`config.mk`:
```
export PLATFORM = sky130hd
export DESIGN_NAME = bt_air_channel_flat
export DESIGN_NICKNAME = d
export VERILOG_FILES = /design/src/rtl/bt_air_pkg.sv /design/src/rtl/bt_air_channel_if.sv /design/src/rtl/bt_air_channel_lfsr16.sv /design/src/rtl/bt_air_channel.sv /design/src/flat_wrapper.sv
export SDC_FILE = /design/constraint.sdc
export NUM_CORES = 1
export LEC_CHECK = 0
export BUFFER_PORTS_ARGS = -buffer_cell sky130_fd_sc_hd__buf_2
export CORE_MARGIN = 2
export CORE_UTILIZATION = 55
export DETAILED_ROUTE_END_ITERATION = 10
export PLACE_DENSITY = 0.73
export SLEW_MARGIN = 30
export SYNTH_ARGS = -nofsm -noshare
export SYNTH_HDL_FRONTEND = slang
export SYNTH_SLANG_ARGS = --single-unit
```
`constraint.sdc`:
```
create_clock -name clk_6M -period 4.2 [get_ports clk_6M]
set_input_delay 0.84 -clock clk_6M [delete_from_list [all_inputs] [get_ports clk_6M]]
set_output_delay 0.84 -clock clk_6M [all_outputs]
set_load 0.05 [all_outputs]
```
`src/rtl/bt_air_pkg.sv`:
```
// Shared types and constants for the air-channel model: RX state, delay-line entry, LFSR taps.
package bt_air_pkg;

    typedef enum logic [1:0] {
        IDLE   = 2'd0,
        SETTLE = 2'd1,
        LISTEN = 2'd2
    } rx_state_e;

    typedef struct packed {
        logic       v;
        logic [6:0] fk;
        logic [2:0] sym;
    } dl_entry_t;

    // x^16 + x^14 + x^13 + x^11 + 1 -> state bits 15, 13, 12, 10
    localparam logic [15:0] LFSR_TAPS = 16'hB400;
    localparam logic [6:0]  CHAN_MAX  = 7'd78;

    function automatic logic [15:0] lfsr_next(input logic [15:0] s);
        return {s[14:0], ^(s & LFSR_TAPS)};
    endfunction

endpackage

```
`src/rtl/bt_air_channel_if.sv`:
```
// Radio-side bundle of the air channel: TX/RX radio signals, register fields and link status.
interface bt_air_channel_if;

    logic        p_1us;
    logic        txen;
    logic [2:0]  txsymbol;
    logic [6:0]  txfk;
    logic        rxen;
    logic [6:0]  rxfk;
    logic [3:0]  regi_delay_us;
    logic [7:0]  regi_settle_us;
    logic [7:0]  regi_ber_th;
    logic        regi_noise_en;
    logic        clr_cnt_p;
    logic [2:0]  rxsymbol;
    logic        rxvalid;
    logic        fk_match;
    logic [15:0] sym_cnt;
    logic [15:0] err_cnt;

    modport master (
        output p_1us, txen, txsymbol, txfk, rxen, rxfk,
               regi_delay_us, regi_settle_us, regi_ber_th, regi_noise_en, clr_cnt_p,
        input  rxsymbol, rxvalid, fk_match, sym_cnt, err_cnt
    );

    modport slave (
        input  p_1us, txen, txsymbol, txfk, rxen, rxfk,
               regi_delay_us, regi_settle_us, regi_ber_th, regi_noise_en, clr_cnt_p,
        output rxsymbol, rxvalid, fk_match, sym_cnt, err_cnt
    );

endinterface

```
`src/rtl/bt_air_channel_lfsr16.sv`:
```
// 16-bit Fibonacci LFSR used as the error/noise source; steps only when i_adv is high.
module bt_air_lfsr16
    import bt_air_pkg::*;
#(
    parameter logic [15:0] SEED = 16'hACE1
) (
    input  logic        clk,
    input  logic        rst,
    input  logic        i_adv,
    output logic [15:0] o_state
);

    logic [15:0] r_state;

    always_ff @(posedge clk) begin
        if (rst) begin
            r_state <= SEED;
        end else if (i_adv) begin
            r_state <= lfsr_next(r_state);
        end
    end

    assign o_state = r_state;

endmodule

```
`src/rtl/bt_air_channel.sv`:
```
// Air-interface model: TX symbols pass through a programmable delay line, an RX settle FSM and a
// channel-match gate, with LFSR-driven symbol corruption and noise on unmatched slots.
module bt_air_channel
    import bt_air_pkg::*;
#(
    parameter int          DEPTH     = 16,
    parameter logic [15:0] LFSR_SEED = 16'hACE1
) (
    input  logic              clk_6M,
    input  logic              rst,
    bt_air_channel_if.slave   bus
);

    localparam int TAP_W = $clog2(DEPTH);

    function automatic logic [TAP_W-1:0] clamp_tap(input logic [3:0] d);
        if (int'(d) >= DEPTH) begin
            return TAP_W'(DEPTH - 1);
        end
        return TAP_W'(d);
    endfunction

    function automatic logic [15:0] sat_inc(input logic [15:0] c);
        return (c == 16'hFFFF) ? c : c + 16'd1;
    endfunction

    dl_entry_t        r_line [DEPTH];
    logic [TAP_W-1:0] r_tap;
    rx_state_e        r_state;
    logic [7:0]       r_settle;
    logic [6:0]       r_fk_lat;
    logic             r_vld_p0;
    logic [2:0]       r_rxsymbol;
    logic             r_match;
    logic [15:0]      r_sym_cnt;
    logic [15:0]      r_err_cnt;

    logic [15:0]      w_lfsr;
    dl_entry_t        w_tap;
    logic             w_corrupt;
    logic             w_match;
    logic             w_unused;

    bt_air_lfsr16 #(.SEED(LFSR_SEED)) u_lfsr (
        .clk     (clk_6M),
        .rst     (rst),
        .i_adv   (bus.p_1us),
        .o_state (w_lfsr)
    );

    // Symbol-slot stage: shift the delay line and latch the tap index on the strobe.
    always_ff @(posedge clk_6M) begin
        if (rst) begin
            for (int i = 0; i < DEPTH; i++) begin
                r_line[i] <= '0;
            end
            r_tap <= '0;
        end else if (bus.p_1us) begin
            r_line[0] <= '{v: bus.txen, fk: bus.txfk, sym: bus.txsymbol};
            for (int i = 1; i < DEPTH; i++) begin
                r_line[i] <= r_line[i-1];
            end
            r_tap <= clamp_tap(bus.regi_delay_us);
        end
    end

    always_ff @(posedge clk_6M) begin
        if (rst) begin
            r_state  <= IDLE;
            r_settle <= '0;
            r_fk_lat <= '0;
        end else if (bus.p_1us) begin
            if (!bus.rxen) begin
                r_state <= IDLE;
            end else begin
                unique case (r_state)
                    IDLE: begin
                        r_state  <= SETTLE;
                        r_settle <= bus.regi_settle_us;
                        r_fk_lat <= bus.rxfk;
                    end
                    SETTLE: begin
                        if (r_settle <= 8'd1) begin
                            r_state <= LISTEN;
                        end else begin
                            r_settle <= r_settle - 8'd1;
                        end
                    end
                    LISTEN: begin
                        if (bus.rxfk != r_fk_lat) begin
                            r_state  <= SETTLE;
                            r_settle <= bus.regi_settle_us;
                            r_fk_lat <= bus.rxfk;
                        end
                    end
                    default: r_state <= IDLE;
                endcase
            end
        end
    end

    assign w_tap     = r_line[r_tap];
    assign w_corrupt = (w_lfsr[15:8] < bus.regi_ber_th);
    assign w_match   = (r_state == LISTEN) && w_tap.v && (w_tap.fk == bus.rxfk);
    // LFSR middle bits and the channel bound are not consumed by this model.
    assign w_unused  = ^{w_lfsr[7:3], CHAN_MAX};

    // Output stage: one clock after the strobe, using the post-strobe tap, state and LFSR.
    always_ff @(posedge clk_6M) begin
        if (rst) begin
            r_vld_p0   <= 1'b0;
            r_rxsymbol <= '0;
            r_match    <= 1'b0;
        end else begin
            r_vld_p0 <= bus.p_1us;
            if (r_vld_p0) begin
                r_match <= w_match;
                if (w_match) begin
                    r_rxsymbol <= w_tap.sym ^ {2'b00, w_corrupt};
                end else begin
                    r_rxsymbol <= bus.regi_noise_en ? w_lfsr[2:0] : 3'b000;
                end
            end
        end
    end

    always_ff @(posedge clk_6M) begin
        if (rst || bus.clr_cnt_p) begin
            r_sym_cnt <= '0;
            r_err_cnt <= '0;
        end else if (r_vld_p0 && w_match) begin
            r_sym_cnt <= sat_inc(r_sym_cnt);
            if (w_corrupt) begin
                r_err_cnt <= sat_inc(r_err_cnt);
            end
        end
    end

    assign bus.rxsymbol = r_rxsymbol;
    assign bus.rxvalid  = r_match;
    assign bus.fk_match = r_match;
    assign bus.sym_cnt  = r_sym_cnt;
    assign bus.err_cnt  = r_err_cnt;

endmodule

```
`src/flat_wrapper.sv`:
```
// flat-port wrapper written by rule: the top's interface ports become plain ports
module bt_air_channel_flat import bt_air_pkg::*;
#(
    parameter int          DEPTH     = 16,
    parameter logic [15:0] LFSR_SEED = 16'hACE1
)
  (clk_6M, rst, bus_p_1us, bus_txen, bus_txsymbol, bus_txfk, bus_rxen, bus_rxfk, bus_regi_delay_us, bus_regi_settle_us, bus_regi_ber_th, bus_regi_noise_en, bus_clr_cnt_p, bus_rxsymbol, bus_rxvalid, bus_fk_match, bus_sym_cnt, bus_err_cnt);
  bt_air_channel_if bus_i ();
  input  logic clk_6M;
  input  logic rst;
  input wire logic [$bits(bus_i.p_1us)-1:0] bus_p_1us;
  input wire logic [$bits(bus_i.txen)-1:0] bus_txen;
  input wire logic [$bits(bus_i.txsymbol)-1:0] bus_txsymbol;
  input wire logic [$bits(bus_i.txfk)-1:0] bus_txfk;
  input wire logic [$bits(bus_i.rxen)-1:0] bus_rxen;
  input wire logic [$bits(bus_i.rxfk)-1:0] bus_rxfk;
  input wire logic [$bits(bus_i.regi_delay_us)-1:0] bus_regi_delay_us;
  input wire logic [$bits(bus_i.regi_settle_us)-1:0] bus_regi_settle_us;
  input wire logic [$bits(bus_i.regi_ber_th)-1:0] bus_regi_ber_th;
  input wire logic [$bits(bus_i.regi_noise_en)-1:0] bus_regi_noise_en;
  input wire logic [$bits(bus_i.clr_cnt_p)-1:0] bus_clr_cnt_p;
  output wire logic [$bits(bus_i.rxsymbol)-1:0] bus_rxsymbol;
  output wire logic [$bits(bus_i.rxvalid)-1:0] bus_rxvalid;
  output wire logic [$bits(bus_i.fk_match)-1:0] bus_fk_match;
  output wire logic [$bits(bus_i.sym_cnt)-1:0] bus_sym_cnt;
  output wire logic [$bits(bus_i.err_cnt)-1:0] bus_err_cnt;
  assign bus_i.p_1us = bus_p_1us;
  assign bus_i.txen = bus_txen;
  assign bus_i.txsymbol = bus_txsymbol;
  assign bus_i.txfk = bus_txfk;
  assign bus_i.rxen = bus_rxen;
  assign bus_i.rxfk = bus_rxfk;
  assign bus_i.regi_delay_us = bus_regi_delay_us;
  assign bus_i.regi_settle_us = bus_regi_settle_us;
  assign bus_i.regi_ber_th = bus_regi_ber_th;
  assign bus_i.regi_noise_en = bus_regi_noise_en;
  assign bus_i.clr_cnt_p = bus_clr_cnt_p;
  assign bus_rxsymbol = bus_i.rxsymbol;
  assign bus_rxvalid = bus_i.rxvalid;
  assign bus_fk_match = bus_i.fk_match;
  assign bus_sym_cnt = bus_i.sym_cnt;
  assign bus_err_cnt = bus_i.err_cnt;
  bt_air_channel #(.DEPTH(DEPTH), .LFSR_SEED(LFSR_SEED)) u_core (.clk_6M(clk_6M), .rst(rst), .bus(bus_i));
endmodule
```
==> metrics.md <==
| Metric | Value |
|---|---|
| CP Launch Type | register |
| Synth area leaders | edfxtp_1 45%, dfxtp_1 13%, mux4_2 7.9% |
| Wirelength per Cell | approximately 18 um |
| Initial core utilization | 55.9% |
| Layout Nets | 1046 |
| ANT nets after route | 0 |
| CTS buffer count | 26 |
| Die Y | 150 um |
| Gr usage total | 20.4% |
| Endpoints failing setup | 0 |
| # DRC | 0 |
| Worst-Margin Slew | 0.931 ns |
| Grt ovf | 0 |
| Syn_nets | 982 |
| FF-to-FF path depth | 9 |
| Commonest non-fill, non-tap cells in the layout | 176 x edfxtp_1, 112 x and2_1, 79 x nor2b_1, 79 x buf_2, 76 x dfxtp_1 |
| FF+latch count, synth | 254 |
| Worst Path Required | 4.66 ns |
| Largest area contributor in the synthesized netlist | edfxtp_1 |
| CTS tree | done |
| Power Total | 5.81 mW |
| Initial antenna violation count | 0 |
| Clock root buffer | clkbuf_16 |
| Ys flop type | edfxtp_1 |
| H-Tree Depth | 1 |
| Mean Syn Cell Area | ~13 um^2 |
| Sequential share of the synthesized area | 58.3% |
| DP HPWL | 14700 um |
| First-pass GRT wire length | 36600 um |
| Hold wc startpoint | u_core.u_lfsr.o_state[5] |
| Min cycle time layout | 3.59 ns |
| Vias post-DR | 7352 |
| CTS sink count | 254 |
| Commonest non-fill, non-tap cell in the layout | edfxtp_1 |
| Clock Latency Late Sink | 0.53 ns |
| Starting DRT DRC Count | 521 |
| Syn Inst Count | 927 |
| Top-area cell type share of the netlist area | between 40% and 50% |
| Nature of the critical path endpoint | register |
| Setup Skew | 0.00971 ns |
| Die area | 0.0226 mm^2 |
| Area Growth Syn to Fin | 13.1% |
| Post-CTS Setup Bufs | 0 |
| WHS | 0.461 ns |
| Worst hold-check path type | register to register |
| Fin. max-slew vios | 0 |
| Layout cells sized above 1 | about a fifth |
| Ys async rst share | 0% |
| Crit path max fanout | 35 |
| Cts repair resizes | 0 |
| Worst VDD drop | 0.253 mV |
| Status | finished, final reports clean |
| Row count | 53 |
| Final period utilization | between 80% and 90% |
| WHS Path Cells | 1 |
| Fmax | 278 MHz |
| Diode count | 0 |
| FF-to-FF End | u_core.bus.err_cnt[9] |
| Number of global-route vias before repair | around 7000 |
| Crit Path Class | register to register |
| Post-CTS Hold Buffers | 0 |
| Routed vias/inst | 5.72 |
| Pleak | 5.02 nW |
| Placer Congestion | 0.789 |
| Synth warn | 0 |
| EDFF count, synth | between 150 and 200 |
| Core area | 0.0210 mm^2 |
| P per Cell Area | 437 mW/mm^2 |
| Largest net degree at the start of global routing | 78 |
| R2r setup slk | 0.61 ns |
| DRT Pass-1 Iters | 5 |
| Post-Route WL | 22700 um |
| Setup TNS | 0 ns |
| Clock Path Buffers | 3 |
| Final Hold Vio Count | 0 |
| Die width | 150 um |
| Max_slew headroom | 37.9% |
| IO Pins | 81 |
| Worst Hold Path EP | u_core.u_lfsr.o_state[6] |
| CTS clk-pin slew, worst paths | roughly 0.06 ns |
| Netlist Area Pre-Place | between 0.01 and 0.015 mm^2 |
| Input/output buffers | 80 |
| Distinct cells, synth | 57 |
| Total of max-cap violations | 0 |
| RSZ-0062 raised after global routing | false |
| Worst EP arrival | a little over 4 ns |
## routing by layer
metal | routed length (um) | vias up | track usage [%]
met5 | 0 | - | 0
met4 | 480 | 0 | 5.75
met3 | 1040 | 43 | 3.12
met2 | 10300 | 161 | 31.3
met1 | 10900 | 3633 | 30.5
li1 | - | 3515 | -
## worst max-delay path, cell delays in order (launching register included)
cell      delay, ns
dfxtp_2        0.94
mux4_2         0.41
mux4_2         0.54
xnor2_1        0.15
o21ai_1        0.13
a211oi_4       0.33
nand4b_1       0.14
buf_4          0.23
or4_1          0.49
a21oi_1        0.14
## synth_stat cells, types with 4 or more instances
cell type	instances
xnor2_1	19
nand4_1	8
or4_1	9
mux2i_1	39
nor3_1	10
ha_1	11
o21ai_0	22
inv_1	19
nand3b_1	6
nor4_1	8
a211o_1	8
o31ai_1	8
clkbuf_1	37
nand2_1	31
mux4_2	41
nand3_1	21
buf_4	4
buf_1	8
a22oi_1	5
xor2_1	9
o21a_1	8
nor2b_1	80
o31a_1	4
and2_1	112
or3_1	10
or2_2	5
buf_2	8
edfxtp_1	176
nor2_1	50
a21oi_1	23
dfxtp_1	78
mux2_2	9
## kinds of logic after synthesis
group                    share of synthesized area (%)
AND/OR/NAND/NOR                                   17.8
flip-flops                                        58.3
AO/OA/AOI/OAI                                     5.91
multiplexers                                      12.0
buffers and inverters                             2.74
XOR/XNOR                                          2.09
adder cells (fa/ha/maj)                           1.17
## flip-flops by register name, indices dropped and copies added, names as in the netlist, named ones only
signal	count
u_core.bus.sym_cnt	16
u_core.bus.fk_match	1
u_core.r_vld_p0	1
u_core.bus.rxsymbol	3
u_core.r_fk_lat	7
u_core.r_tap	4
u_core.bus.err_cnt	16
u_core.u_lfsr.o_state	16
u_core.r_state	2
u_core.r_settle	8
u_core.r_line	176
## through the flow
| stage | cell area, um^2 | worst slack [ns] | instances | util [%] |
|---|---|---|---|---|
| floorplan | 11800 | 0.0870 | 927 | - |
| finish | 13300 | 0.609 | 1286 | 63.2 |
| global route | 13300 | 0.393 | 1286 | 63.2 |
| CTS | 13300 | 0.594 | 1286 | 63.2 |
| detailed placement | 12400 | 0.614 | 1238 | 58.9 |
| global placement | 12400 | 0.680 | 1238 | 58.9 |
## how the worst max path moves through the flow
stage                                       end  cells past startpoint
after floorplan             u_core.r_line[0][0]                      3
after global placement    u_core.bus.err_cnt[9]                      9
after detailed placement  u_core.bus.err_cnt[9]                      9
after CTS                 u_core.bus.err_cnt[9]                      9
after global routing      u_core.bus.sym_cnt[9]                      8
final                     u_core.bus.err_cnt[9]                      9
## final cells by class
class	count	area (um^2)
multi-input cells	596	4590
well taps	275	344
fillers	1611	7730
repair buffers	94	533
inverters	19	71.3
flip-flops and latches	254	6850
clock buffers	42	773
clock inverters	6	130
## power breakdown
group	switching [mW]	internal (mW)	total [mW]
sequential	0.101	2.83	2.93
combinational	0.232	0.221	0.452
clock	0.922	1.50	2.42
(Power assumes the default switching activity.)
